## src/rtl/alu_arbiter_if.sv

```systemverilog
// Requester, response and shared-ALU signals of the 4-way ALU arbiter.
interface alu_arbiter_if;
  logic [3:0]  req_valid;
  logic [19:0] req_opcode;
  logic [31:0] req_op1;
  logic [31:0] req_op2;
  logic [3:0]  req_ready;
  logic [3:0]  rsp_valid;
  logic [3:0]  rsp_ready;
  logic [7:0]  rsp_data;
  logic        rsp_z;
  logic        rsp_c;
  logic        rsp_err;
  logic [4:0]  alu_opcode;
  logic [7:0]  alu_op1;
  logic [7:0]  alu_op2;
  logic        alu_imm7;
  logic [7:0]  alu_result;
  logic        alu_z;
  logic        alu_c;

  // Arbiter side
  modport slave (
    input  req_valid, req_opcode, req_op1, req_op2, rsp_ready,
           alu_result, alu_z, alu_c,
    output req_ready, rsp_valid, rsp_data, rsp_z, rsp_c, rsp_err,
           alu_opcode, alu_op1, alu_op2, alu_imm7
  );

  // Requesters plus shared ALU side
  modport master (
    output req_valid, req_opcode, req_op1, req_op2, rsp_ready,
           alu_result, alu_z, alu_c,
    input  req_ready, rsp_valid, rsp_data, rsp_z, rsp_c, rsp_err,
           alu_opcode, alu_op1, alu_op2, alu_imm7
  );
endinterface

```

## src/rtl/alu_arbiter.sv

```systemverilog
// Round-robin arbiter sharing one registered 8-bit ALU among four requesters.
// One operation in flight: IDLE -> ISSUE -> WAIT -> RESP -> IDLE.
module alu_arbiter #(
  parameter int unsigned NREQ = 4
) (
  input  logic          clk,
  input  logic          Reset,
  alu_arbiter_if.slave  bus,
  output logic [15:0]   ops_done
);

  localparam int unsigned PW  = $clog2(NREQ);
  localparam int unsigned OPW = 5;
  localparam int unsigned DW  = 8;
  localparam int unsigned CW  = 16;
  localparam logic [OPW-1:0] LAST_OP = 5'h08;

  typedef enum logic [1:0] {IDLE, ISSUE, WAIT, RESP} state_t;

  state_t          state_q, state_d;
  logic [PW-1:0]   ptr_q, ptr_d;
  logic [PW-1:0]   g_q, g_d;
  logic [OPW-1:0]  alu_opcode_q, alu_opcode_d;
  logic [DW-1:0]   alu_op1_q, alu_op1_d;
  logic [DW-1:0]   alu_op2_q, alu_op2_d;
  logic [NREQ-1:0] rsp_valid_q, rsp_valid_d;
  logic [DW-1:0]   rsp_data_q, rsp_data_d;
  logic            rsp_z_q, rsp_z_d;
  logic            rsp_c_q, rsp_c_d;
  logic            rsp_err_q, rsp_err_d;
  logic [CW-1:0]   ops_done_q, ops_done_d;
  logic [NREQ-1:0] req_ready_c;

  logic [OPW-1:0]  opc_arr [NREQ];
  logic [DW-1:0]   op1_arr [NREQ];
  logic [DW-1:0]   op2_arr [NREQ];

  logic            gnt_found;
  logic [PW-1:0]   gnt_idx;
  logic [PW-1:0]   scan_idx;

  // Split the flat payload buses into per-requester fields
  for (genvar i = 0; i < NREQ; i++) begin : g_unpack
    assign opc_arr[i] = bus.req_opcode[i*OPW +: OPW];
    assign op1_arr[i] = bus.req_op1[i*DW +: DW];
    assign op2_arr[i] = bus.req_op2[i*DW +: DW];
  end

  // First requesting index at or after ptr, wrapping around
  always_comb begin
    gnt_found = 1'b0;
    gnt_idx   = '0;
    scan_idx  = '0;
    for (int unsigned k = 0; k < NREQ; k++) begin
      scan_idx = PW'(ptr_q + PW'(k));
      if (!gnt_found && bus.req_valid[scan_idx]) begin
        gnt_found = 1'b1;
        gnt_idx   = scan_idx;
      end
    end
  end

  // Next-state, grant and response capture
  always_comb begin
    state_d      = state_q;
    ptr_d        = ptr_q;
    g_d          = g_q;
    alu_opcode_d = alu_opcode_q;
    alu_op1_d    = alu_op1_q;
    alu_op2_d    = alu_op2_q;
    rsp_valid_d  = rsp_valid_q;
    rsp_data_d   = rsp_data_q;
    rsp_z_d      = rsp_z_q;
    rsp_c_d      = rsp_c_q;
    rsp_err_d    = rsp_err_q;
    ops_done_d   = ops_done_q;
    req_ready_c  = '0;
    case (state_q)
      IDLE: begin
        if (gnt_found) begin
          req_ready_c[gnt_idx] = 1'b1;
          g_d          = gnt_idx;
          ptr_d        = PW'(gnt_idx + PW'(1));
          alu_opcode_d = opc_arr[gnt_idx];
          alu_op1_d    = op1_arr[gnt_idx];
          alu_op2_d    = op2_arr[gnt_idx];
          state_d      = ISSUE;
        end
      end
      ISSUE: begin
        state_d = WAIT;
      end
      WAIT: begin
        // Illegal opcodes discard whatever the ALU produced
        if (alu_opcode_q > LAST_OP) begin
          rsp_data_d = '0;
          rsp_z_d    = 1'b1;
          rsp_c_d    = 1'b0;
          rsp_err_d  = 1'b1;
        end else begin
          rsp_data_d = bus.alu_result;
          rsp_z_d    = bus.alu_z;
          rsp_c_d    = bus.alu_c;
          rsp_err_d  = 1'b0;
        end
        rsp_valid_d      = '0;
        rsp_valid_d[g_q] = 1'b1;
        state_d          = RESP;
      end
      RESP: begin
        if (bus.rsp_ready[g_q]) begin
          rsp_valid_d = '0;
          if (ops_done_q != '1) begin
            ops_done_d = ops_done_q + CW'(1);
          end
          state_d = IDLE;
        end
      end
      default: begin
        state_d = IDLE;
      end
    endcase
  end

  // State and output registers
  always_ff @(posedge clk or posedge Reset) begin
    if (Reset) begin
      state_q      <= IDLE;
      ptr_q        <= '0;
      g_q          <= '0;
      alu_opcode_q <= '0;
      alu_op1_q    <= '0;
      alu_op2_q    <= '0;
      rsp_valid_q  <= '0;
      rsp_data_q   <= '0;
      rsp_z_q      <= 1'b0;
      rsp_c_q      <= 1'b0;
      rsp_err_q    <= 1'b0;
      ops_done_q   <= '0;
    end else begin
      state_q      <= state_d;
      ptr_q        <= ptr_d;
      g_q          <= g_d;
      alu_opcode_q <= alu_opcode_d;
      alu_op1_q    <= alu_op1_d;
      alu_op2_q    <= alu_op2_d;
      rsp_valid_q  <= rsp_valid_d;
      rsp_data_q   <= rsp_data_d;
      rsp_z_q      <= rsp_z_d;
      rsp_c_q      <= rsp_c_d;
      rsp_err_q    <= rsp_err_d;
      ops_done_q   <= ops_done_d;
    end
  end

  // req_ready is the same-cycle accept and must read low while Reset is held
  assign bus.req_ready  = Reset ? '0 : req_ready_c;
  assign bus.rsp_valid  = rsp_valid_q;
  assign bus.rsp_data   = rsp_data_q;
  assign bus.rsp_z      = rsp_z_q;
  assign bus.rsp_c      = rsp_c_q;
  assign bus.rsp_err    = rsp_err_q;
  assign bus.alu_opcode = alu_opcode_q;
  assign bus.alu_op1    = alu_op1_q;
  assign bus.alu_op2    = alu_op2_q;
  assign bus.alu_imm7   = 1'b0;
  assign ops_done       = ops_done_q;

endmodule

```

## src/flat_wrapper.sv

```systemverilog
// flat-port wrapper written by rule: the top's interface ports become plain ports
module alu_arbiter_flat 
#(
  parameter int unsigned NREQ = 4
)
  (clk, Reset, ops_done, bus_req_valid, bus_req_opcode, bus_req_op1, bus_req_op2, bus_rsp_ready, bus_alu_result, bus_alu_z, bus_alu_c, bus_req_ready, bus_rsp_valid, bus_rsp_data, bus_rsp_z, bus_rsp_c, bus_rsp_err, bus_alu_opcode, bus_alu_op1, bus_alu_op2, bus_alu_imm7);
  alu_arbiter_if bus_i ();
  input  logic clk;
  input  logic Reset;
  output logic [15:0] ops_done;
  input wire logic [$bits(bus_i.req_valid)-1:0] bus_req_valid;
  input wire logic [$bits(bus_i.req_opcode)-1:0] bus_req_opcode;
  input wire logic [$bits(bus_i.req_op1)-1:0] bus_req_op1;
  input wire logic [$bits(bus_i.req_op2)-1:0] bus_req_op2;
  input wire logic [$bits(bus_i.rsp_ready)-1:0] bus_rsp_ready;
  input wire logic [$bits(bus_i.alu_result)-1:0] bus_alu_result;
  input wire logic [$bits(bus_i.alu_z)-1:0] bus_alu_z;
  input wire logic [$bits(bus_i.alu_c)-1:0] bus_alu_c;
  output wire logic [$bits(bus_i.req_ready)-1:0] bus_req_ready;
  output wire logic [$bits(bus_i.rsp_valid)-1:0] bus_rsp_valid;
  output wire logic [$bits(bus_i.rsp_data)-1:0] bus_rsp_data;
  output wire logic [$bits(bus_i.rsp_z)-1:0] bus_rsp_z;
  output wire logic [$bits(bus_i.rsp_c)-1:0] bus_rsp_c;
  output wire logic [$bits(bus_i.rsp_err)-1:0] bus_rsp_err;
  output wire logic [$bits(bus_i.alu_opcode)-1:0] bus_alu_opcode;
  output wire logic [$bits(bus_i.alu_op1)-1:0] bus_alu_op1;
  output wire logic [$bits(bus_i.alu_op2)-1:0] bus_alu_op2;
  output wire logic [$bits(bus_i.alu_imm7)-1:0] bus_alu_imm7;
  assign bus_i.req_valid = bus_req_valid;
  assign bus_i.req_opcode = bus_req_opcode;
  assign bus_i.req_op1 = bus_req_op1;
  assign bus_i.req_op2 = bus_req_op2;
  assign bus_i.rsp_ready = bus_rsp_ready;
  assign bus_i.alu_result = bus_alu_result;
  assign bus_i.alu_z = bus_alu_z;
  assign bus_i.alu_c = bus_alu_c;
  assign bus_req_ready = bus_i.req_ready;
  assign bus_rsp_valid = bus_i.rsp_valid;
  assign bus_rsp_data = bus_i.rsp_data;
  assign bus_rsp_z = bus_i.rsp_z;
  assign bus_rsp_c = bus_i.rsp_c;
  assign bus_rsp_err = bus_i.rsp_err;
  assign bus_alu_opcode = bus_i.alu_opcode;
  assign bus_alu_op1 = bus_i.alu_op1;
  assign bus_alu_op2 = bus_i.alu_op2;
  assign bus_alu_imm7 = bus_i.alu_imm7;
  alu_arbiter #(.NREQ(NREQ)) u_core (.clk(clk), .Reset(Reset), .bus(bus_i), .ops_done(ops_done));
endmodule
```

## config.mk

```make
export PLATFORM = sky130hd
export DESIGN_NAME = alu_arbiter_flat
export DESIGN_NICKNAME = d
export VERILOG_FILES = /design/src/rtl/alu_arbiter_if.sv /design/src/rtl/alu_arbiter.sv /design/src/flat_wrapper.sv
export SDC_FILE = /design/constraint.sdc
export NUM_CORES = 1
export LEC_CHECK = 0
export CAP_MARGIN = 20
export CORE_MARGIN = 8
export CORE_UTILIZATION = 35
export CTS_BUF_LIST = sky130_fd_sc_hd__clkbuf_4
export DETAILED_ROUTE_END_ITERATION = 6
export PLACE_DENSITY_LB_ADDON = 0.3
export SYNTH_ARGS = -nofsm -noshare
export SYNTH_HDL_FRONTEND = slang
export SYNTH_SLANG_ARGS = --single-unit
export TNS_END_PERCENT = 30
```

## constraint.sdc

```tcl
create_clock -name clk -period 2.45 [get_ports clk]
set_input_delay 0.49 -clock clk [delete_from_list [all_inputs] [get_ports clk]]
set_output_delay 0.49 -clock clk [all_outputs]
set_load 0.01 [all_outputs]
```

### Yosys cells after proc, flatten, opt, wreduce, memory -nomap -nowiden

Cells that the tools add are included.

* add/sub/neg operators: 5
* mux-type cells: 43
* bitwise logic cells: 1
* order comparisons: 10
* reduce and logical (&&, ||, !) cells: 14
* eq/ne operators: 6

Operators with widths (count)
* $mux 8: 5
* $bmux 8 s2: 2
* $lt 2x3->1 const B: 6
* $add 16x1->16 const B: 1
* $mux 4: 4
* $ne 16x16->1 const B: 1
* $mux 1: 14
* $mux 2: 6
* $bmux 1 s2: 5
* $bmux 5 s2: 1
* $mux 5: 2
* $pmux 2 s4: 1
* $pmux 4 s2: 1
* $reduce_and 2->1: 3
* $gt 5x4->1 const B: 1
* $logic_and 1x1->1: 5
* $add 2x1->2 const B: 2
* $add 2x2->2 const B: 2
* $demux 1 s2: 2
* $eq 2x2->1 const B: 2
* $ge 2x1->1 const B: 2
* $ne 2x1->1 const B: 2
* $ge 3x3->1 const B: 1
* $logic_not 1->1: 3
* 5 further kinds: 5

* logic and storage cells: 91
* input bits: 104
* output and inout bits: 57
* register bits: 58

### Depth between registers and ports, before layout

* depth in word-level cells: 19
* mapped depth: 7
* mapped depth without buffers: 6

### Worst setup path after synthesis

Ideal clock, no wire load.

* path kind: input to output
* start: input port bus_req_valid[1]
* end: output port bus_req_ready[1]
* data arrival time: 1.656 ns
* path slack: 0.304 ns
* required time: 1.960 ns
* path buffers: 1
* stages: 6
* path through: clkbuf_1 > nand2b_1 > a21oi_1 > a221oi_1 > nand2_1 > nor3b_1

* cells in the longest elaborated chain, start to end: 19
* elaborated cells on any way between the ends: 30
* those cells by class: 2 x order compare; 21 x mux; 7 x reduce/logical

RTL lines
* from (decl): RTL line flat_wrapper.sv:11 `input wire logic [$bits(bus_i.req_valid)-1:0] bus_req_valid;`
* $bmux 1 s2: RTL line alu_arbiter.sv:56 `if (!gnt_found && bus.req_valid[scan_idx]) begin`
* $mux 1 (not written as such): RTL line alu_arbiter.sv:56
* $mux 1: RTL line alu_arbiter.sv:56
* $logic_not 1->1: RTL line alu_arbiter.sv:56
* $logic_and 1x1->1: RTL line alu_arbiter.sv:56
* $mux 1: RTL line alu_arbiter.sv:56
* $logic_not 1->1: RTL line alu_arbiter.sv:56
* $logic_and 1x1->1: RTL line alu_arbiter.sv:56
* [... 3 more ...]
* $mux 2: RTL line alu_arbiter.sv:56
* $lt 2x3->1 (not written as such) or $ge 2x1->1 (tied branches): RTL line alu_arbiter.sv:81 `req_ready_c[gnt_idx] = 1'b1;`
* $logic_and 1x1->1 (not written as such): RTL line alu_arbiter.sv:81
* $mux 1 (not written as such): RTL line alu_arbiter.sv:81
* $demux 1 s2
* $mux 4 (*): RTL line alu_arbiter.sv:80 `if (gnt_found) begin`
* $mux 4 (*): RTL line alu_arbiter.sv:78 `case (state_q)`
* $mux 4 (*): RTL line alu_arbiter.sv:157 `assign bus.req_ready = Reset ? '0 : req_ready_c;`
* to (decl): RTL line flat_wrapper.sv:19 `output wire logic [$bits(bus_i.req_ready)-1:0] bus_req_ready;`

Every way passes the cells marked *; elsewhere a longest branch is shown, timed or not. The select of a mux whose other input is x is not followed.

### Final worst setup path

* start: register u_core.ptr_q[1]
* end: output port bus_req_ready[1]

* cells in the longest elaborated chain, start to end: 19
* elaborated cells on any way between the ends: 33
* those cells by class: 3 x add/sub; 2 x order compare; 21 x mux; 7 x reduce/logical

RTL lines
* from (decl): RTL line alu_arbiter.sv:21 `logic [PW-1:0] ptr_q, ptr_d;`
* from (signal assigned): RTL line alu_arbiter.sv:142 `ptr_q <= ptr_d;`
* parallel branches: the longest is 16 deep, another holds $lt 2x3->1
* $mux 4 (*): RTL line alu_arbiter.sv:80
* $mux 4 (*): RTL line alu_arbiter.sv:78
* $mux 4 (*): RTL line alu_arbiter.sv:157

Mark *: on every way between the ends. The select of a mux whose other input is x is not followed.

==> metrics.md <==
| Metric | Value |
|---|---|
| Pint | `3.11 mW` |
| Hold Path Class | `reg -> reg` |
| Final GP Congestion | `around 0.9` |
| Avg Inst Size Synth | `between 9 and 10 um2` |
| Final Setup Violations | `0` |
| Fillers | `between 700 and 800` |
| Commonest non-fill, non-tap cell in the layout | `clkdlybuf4s50_1` |
| Met1 Track Usage GR | `19.4%` |
| Slowest stage delay, CP | `roughly 380 ps` |
| Crit end category | `output pin` |
| HPWL after DPL | `about 7.9 mm` |
| DRC Markers | `23` |
| Fin. max-slew vios | `0` |
| Max-cap viol count | `0` |
| Cell area after synthesis | `between 3000 and 4000 um2` |
| Hold Fails Final Rpt | `0` |
| Sequential share of power | `32.1%` |
| Most frequent cells in the layout | `151 x clkdlybuf4s50_1, 57 x dfrtp_1, 47 x a21oi_1` |
| Violated checks | `design-rule violations` |
| Cell leakage power | `roughly 2.1 nW` |
| Post-DRT Antenna Nets | `0` |
| TritonCTS clock tree | `done` |
| Vias in the first global route | `3,335` |
| Yosys warnings | `0` |
| Post-cts hold buffer count | `0` |
| Seq/Total Area, Yosys | `around half` |
| PortBufs | `around 160` |
| Slew @ Worst Pin | `644 ps` |
| Rel. slew slack | `approximately 57%` |
| Total track usage | `between 15 and 20%` |
| First-pass GRT wire length | `roughly 17 mm` |
| Top area cells in the synthesized netlist | `dfrtp_1 48%, a21oi_1 8.0%, a222oi_1 7.0%` |
| Final min period | `between 2000 and 2500 ps` |
| Peak supply drop | `0.000474 V` |
| Largest net degree at the start of global routing | `between 50 and 60` |
| GR peak layer | `met2` |
| Num CTS Buffers | `9` |
| Synth Register Bits | `58` |
| CP Max Fanout | `3` |
| Total Power | `about 5.0 mW` |
| Slowest CP cell | `dfrtp_1` |
| Final global-route overflow total | `0` |
| Switching part of the total | `38.4%` |
| Run status | `finished with violations` |
| Drt total wl | `between 10 and 15 mm` |
| PD cells | `between 900 and 1000 nW/um2` |
| Logic pwr share | `52.3%` |
| Slack of the critical path | `19.6 ps` |
| DP Worst Slack | `-631 ps` |
| DR vias/cell | `5.29` |
| Cells after DPL | `a little under 600` |
| Initial Util | `35.4%` |
| Fin util | `between 50% and 60%` |
| Setup_tns | `0 ps` |
| Ant diodes | `0` |
| Drt pass-1 iters | `7` |
| Req. time, crit path | `1960 ps` |
| RSZ-0062 raised after global routing | `true` |
| Post-route clock period utilization | `between 90 and 100%` |
| Area leader, netlist | `dfrtp_1` |
| Cell Chain, Critical Path | `nor2b_2 > o21bai_2 > a221oi_4 > nand2_2 > nor3b_1 > buf_2` |
| Core area | `between 8000 and 9000 um2` |
| Psw | `1.94 mW` |
| Die Y | `around 110 um` |
| Initial antenna violation count | `0` |
| Die area | `approximately 12,000 um2` |
| Syn Inst Count | `between 300 and 400` |
| Vias | `3,187` |
| Core Rows | `34` |
| Syn_nets | `roughly 430` |
| Reg clk slew, reported paths | `~90 ps` |
| Area grow syn2layout | `67.9%` |
| Chip width | `~110 um` |
| Final #Nets | `598` |
| H-Tree Depth | `3` |
| Critical path type | `reg -> out` |
| Synth cell types | `just over 40` |
| Root Driver | `clkbuf_4` |
| Clock tree sinks | `between 50 and 60` |
| GRT met3 Usage | `between 7 and 8%` |
| Worst Setup Start Kind | `register` |
| Clock Path Buffers | `2` |
| Power share of the clock group | `15.5%` |
| Grt met2 use | `slightly below 30%` |
| Fin cells | `~600` |
| WL/cell | `around 17 um` |
| Clock Latency Late Sink | `~400 ps` |
| Arrival @ worst endpoint | `about 1900 ps` |
| Initial DRC count | `~160` |
| FMAX | `around 410 MHz` |
| Boundary Pins | `161` |
| Layout cell share with drive strength beyond 1 | `about an eighth` |
| Post-synth top area share | `48.3%` |
| Skew final | `roughly 16 ps` |
[state kept, by name, summed over array words and instances (netlist names)]
| register | flops |
|---|---|
| u_core.bus.rsp_data | 8 |
| u_core.ops_done | 16 |
| u_core.bus.alu_op2 | 8 |
| u_core.bus.rsp_valid | 4 |
| u_core.bus.rsp_err | 1 |
| u_core.bus.alu_opcode | 5 |
| u_core.bus.alu_op1 | 8 |
| u_core.bus.rsp_z | 1 |
| u_core.state_q | 2 |
| u_core.bus.rsp_c | 1 |
| u_core.g_q | 2 |
| u_core.ptr_q | 2 |
[critical path, delay by kind of cell, from the launching register on]
family | cells | cell delay (ps)
AOI/OAI and AO/OA | 2 | 510
and+or+nand+nor | 3 | 490
DFF | 1 | 380
buffers and inverters | 1 | 180
[cell type report]
| class | count | area [um2] | area share [%] |
|---|---|---|---|
| tap | 108 | 135 | 2.68 |
| inverter | 16 | 60.1 | 1.19 |
| clock inverter | 6 | 81.3 | 1.61 |
| multi-input combinational | 224 | 1470 | 29.1 |
| sequential | 58 | 1450 | 28.8 |
| timing repair buffer | 180 | 1780 | 35.2 |
| clock buffer | 10 | 75.1 | 1.49 |
[what timing repair did]
item                                    CTS  global route
endpoints found under the setup margin    4             4
pin swaps                                 1             2
setup buffers                             2             2
resized for setup                        31             5
[synth_stat cells, drive strengths merged]
| cell type | n |
|---|---|
| xnor2 | 11 |
| o21a | 1 |
| mux4 | 1 |
| o21ai | 14 |
| clkbuf | 10 |
| xor2 | 4 |
| nand4 | 5 |
| a21oi | 48 |
| inv | 16 |
| a21boi | 1 |
| a22o | 2 |
| and4b | 1 |
| dfrtp | 58 |
| a221oi | 1 |
| nor2 | 32 |
| nand3 | 6 |
| mux2 | 2 |
| and3 | 4 |
| a222oi | 21 |
| a21o | 2 |
| a31oi | 1 |
| a311o | 1 |
| nor3b | 3 |
| conb | 1 |
| a211oi | 2 |
| o31a | 2 |
| ha | 5 |
| o31ai | 2 |
| or3 | 1 |
| nor2b | 6 |
| nand2 | 28 |
| buf | 9 |
| nand2b | 2 |
| o21bai | 2 |
| nor3 | 7 |
| nor4 | 4 |
| o211a | 1 |
[metal layers]
metal	share of wire, %	wire length, um
met1	37	3880
met2	48	5020
met3	12	1250
met4	2.2	223
met5	0	0
[power groups by stage]
stage / registers [mW] / clock network [mW] / logic, mW
after CTS: 1.62 / 0.807 / 2.64
final: 1.62 / 0.785 / 2.64
after floorplan: 1.71 / 0 / 1.18
after global routing: 1.68 / 0.850 / 2.91
after global placement: 1.61 / 0 / 2.51
after detailed placement: 1.63 / 0 / 2.57
[logic make-up (layout without fill, tap and decap cells)]
group,after synthesis,in the layout,synth area share [%]
DFF,58,58,48.3
xor gates and xnor gates,15,15,4.37
and+or+nand+nor,99,99,16.7
adders and majority gates,5,5,2.08
other,1,1,0.125
buffers and inverters,35,212,4.83
AOI/OAI and AO/OA,101,101,22.1
muxes,3,3,1.50
[final timing paths]
path	start	endpoint	slack [ps]	cells past startpoint
max	u_core.ptr_q[1]$_DFFE_PP0P_	bus_req_ready[1]	20	6
min	u_core.bus.rsp_err$_DFFE_PP0P_	u_core.bus.rsp_err$_DFFE_PP0P_	510	2
max reg2reg	u_core.ops_done[0]$_DFFE_PP0P_	u_core.ops_done[1]$_DFFE_PP0P_	410	5
min reg2reg	u_core.bus.rsp_err$_DFFE_PP0P_	u_core.bus.rsp_err$_DFFE_PP0P_	510	2
max in group asynchronous	Reset	u_core.bus.rsp_valid[2]$_DFFE_PP0P_	1540	4
min in group asynchronous	Reset	u_core.g_q[1]$_DFFE_PP0P_	650	4
[per-stage QoR]
stage	hold WS (ps)	area, um2
6_report	506	5050
5_1_grt	532	5050
4_1_cts	509	5020
3_5_place_dp	487	4830
3_3_place_gp	469	4830
2_1_floorplan	513	3010
No activity file was read; power rests on OpenSTA's default activity.
==> variant (same settings) <==
Re-encode `state_t` (4 states) as one-hot, 4 bits wide.
--- a/src/rtl/alu_arbiter.sv
+++ b/src/rtl/alu_arbiter.sv
@@ -15,7 +15,7 @@
   localparam int unsigned CW  = 16;
   localparam logic [OPW-1:0] LAST_OP = 5'h08;
 
-  typedef enum logic [1:0] {IDLE, ISSUE, WAIT, RESP} state_t;
+  typedef enum logic [3:0] {IDLE = 4'b0001, ISSUE = 4'b0010, WAIT = 4'b0100, RESP = 4'b1000} state_t;
 
   state_t          state_q, state_d;
   logic [PW-1:0]   ptr_q, ptr_d;
Function: no difference found for any inputs over 10 cycles, from zero or initial values and one cycle with Reset high; not proved beyond that.
==> variant against the original RTL <==
  * Clock skew hardly changed
  * Wire length is 6.9% higher
  * Total power is 3.0% lower
  * Area after synthesis is 1.5% lower
  * Via count is 1.1% higher
  * Largest power group unchanged
  * Register-to-register slack better by 0.08 ns
  * Setup slack better by 0.036 ns
  * Hold slack worse by 0.017 ns
  * First-iteration DRC count is 77% higher
  * Final area is 1.1% higher
  * Sequential cell count is 2 higher
  * Synthesized cell count is 4.7% lower
  * Global-route usage is 1.1 points higher
==> variant: results (changes against the original RTL) <==
stage	metric	value	unit	change
hold_path	Worst Hold Path EP	u_core.bus.rsp_valid[2]		was u_core.bus.rsp_err
placed_design	Final HPWL DP	8410	um	was 7910 um
detailed_routing	Wirelength per Cell	18.6	um	was 17.2 um
placed_design	dpl cell area	4870	sq um	was 4830 sq um
synth	syn_nets	407		was 426
synth	Post-synth top cells	dfrtp_1, a21oi_1, nor2_1		unchanged
layout	fillcell total	715		was 747
power	Worst VDD drop	0.542	mV	was 0.474 mV
detailed_routing	met1 wire length	3910	um	was 3880 um
critical_path	R2R Path Start	u_core.state_q[1]		was u_core.ops_done[0]
critical_path	Arr. time, crit path	1.90	ns	was 1.94 ns
synth	synth top area cells	dfrtp_1, a21oi_1, a222oi_1		unchanged
placed_design	GP Congestion	0.865		was 0.877
power	P_leak	0.00216	uW	was 0.00208 uW
critical_path	flop2flop setup slack	0.49	ns	was 0.41 ns
global_route	met3 global-route usage	0.0964		was 0.0768
power	combinational group share of total power	0.536		was 0.523
run_status	outcome	completed		was complete, but fails checks
timing	Clock Skew	0.0164	ns	about the same
power	Clk. pwr	691	uW	was 785 uW
global_route	largest net degree at the start of global routing	53		was 59
synth	register area share after synthesis	0.507		was 0.483
timing	Final WS setup	0.0554	ns	was 0.0196 ns
detailed_routing	Detailed Route Iter0 Violations	285		was 161
global_route	Total GRT Usage	0.188		was 0.177
layout	Cell Count, Final, Fillers Out	596		was 602
critical_path	CP endpoint	bus_req_ready[2]		was bus_req_ready[1]
placed_design	Placed Cells	577		was 582
detailed_routing	via count	3223		was 3187
power	Cell Pwr Density	958	nW/um^2	was 999 nW/um^2
power	switching share of total power	0.378		was 0.384
synth	Avg Cell Area, Syn	9.81	sq um	was 9.49 sq um
detailed_routing	met3 wire length	1430	um	was 1250 um
synth	proportion of synthesized area in mux cells	0.0114		was 0.0150
layout	layout net count	592		was 598
critical_path	Max FO, Critical Path	6		was 3
timing	WHS	0.489	ns	was 0.506 ns
placed_design	pre-CTS setup slack	-0.644	ns	was -0.631 ns
global_route	met2 Use GR	0.316		was 0.295
hold_path	HP Start	u_core.bus.rsp_valid[2]		was u_core.bus.rsp_err
synth	count of distinct cell types in the synthesized netlist	48		was 41
## variant: timing repair
item,CTS,global route
resized for setup,32,9
pin swaps,2,2
endpoints found under the setup margin,4,3
gates cloned,0,0
setup buffers,2,2
## variant: logic make-up after synthesis
kind of cell,after synthesis
AOI/OAI and AO/OA,104
muxes,2
xor gates and xnor gates,14
other,1
buffers and inverters,28
and+or+nand+nor,92
DFF,60
adders and majority gates,1
## variant: area by class of cell
type / count / area [sq um] / share of cell area
Clock buffer: 12 / 90.1 / 0.0176
Clock inverter: 3 / 38.8 / 0.00759
Inverter: 7 / 30.0 / 0.00588
Multi-Input combinational cell: 214 / 1440 / 0.282
Sequential cell: 60 / 1510 / 0.295
Tap cell: 105 / 131 / 0.0257
Timing Repair Buffer: 195 / 1870 / 0.366
## variant: critical path, cell delays in order, from the launching register on
cell	delay, ns
dfstp_2	0.54
nor4b_4	0.18
buf_4	0.16
o21ai_4	0.08
buf_4	0.15
nor4_4	0.13
buf_4	0.16
buf_4	0.11
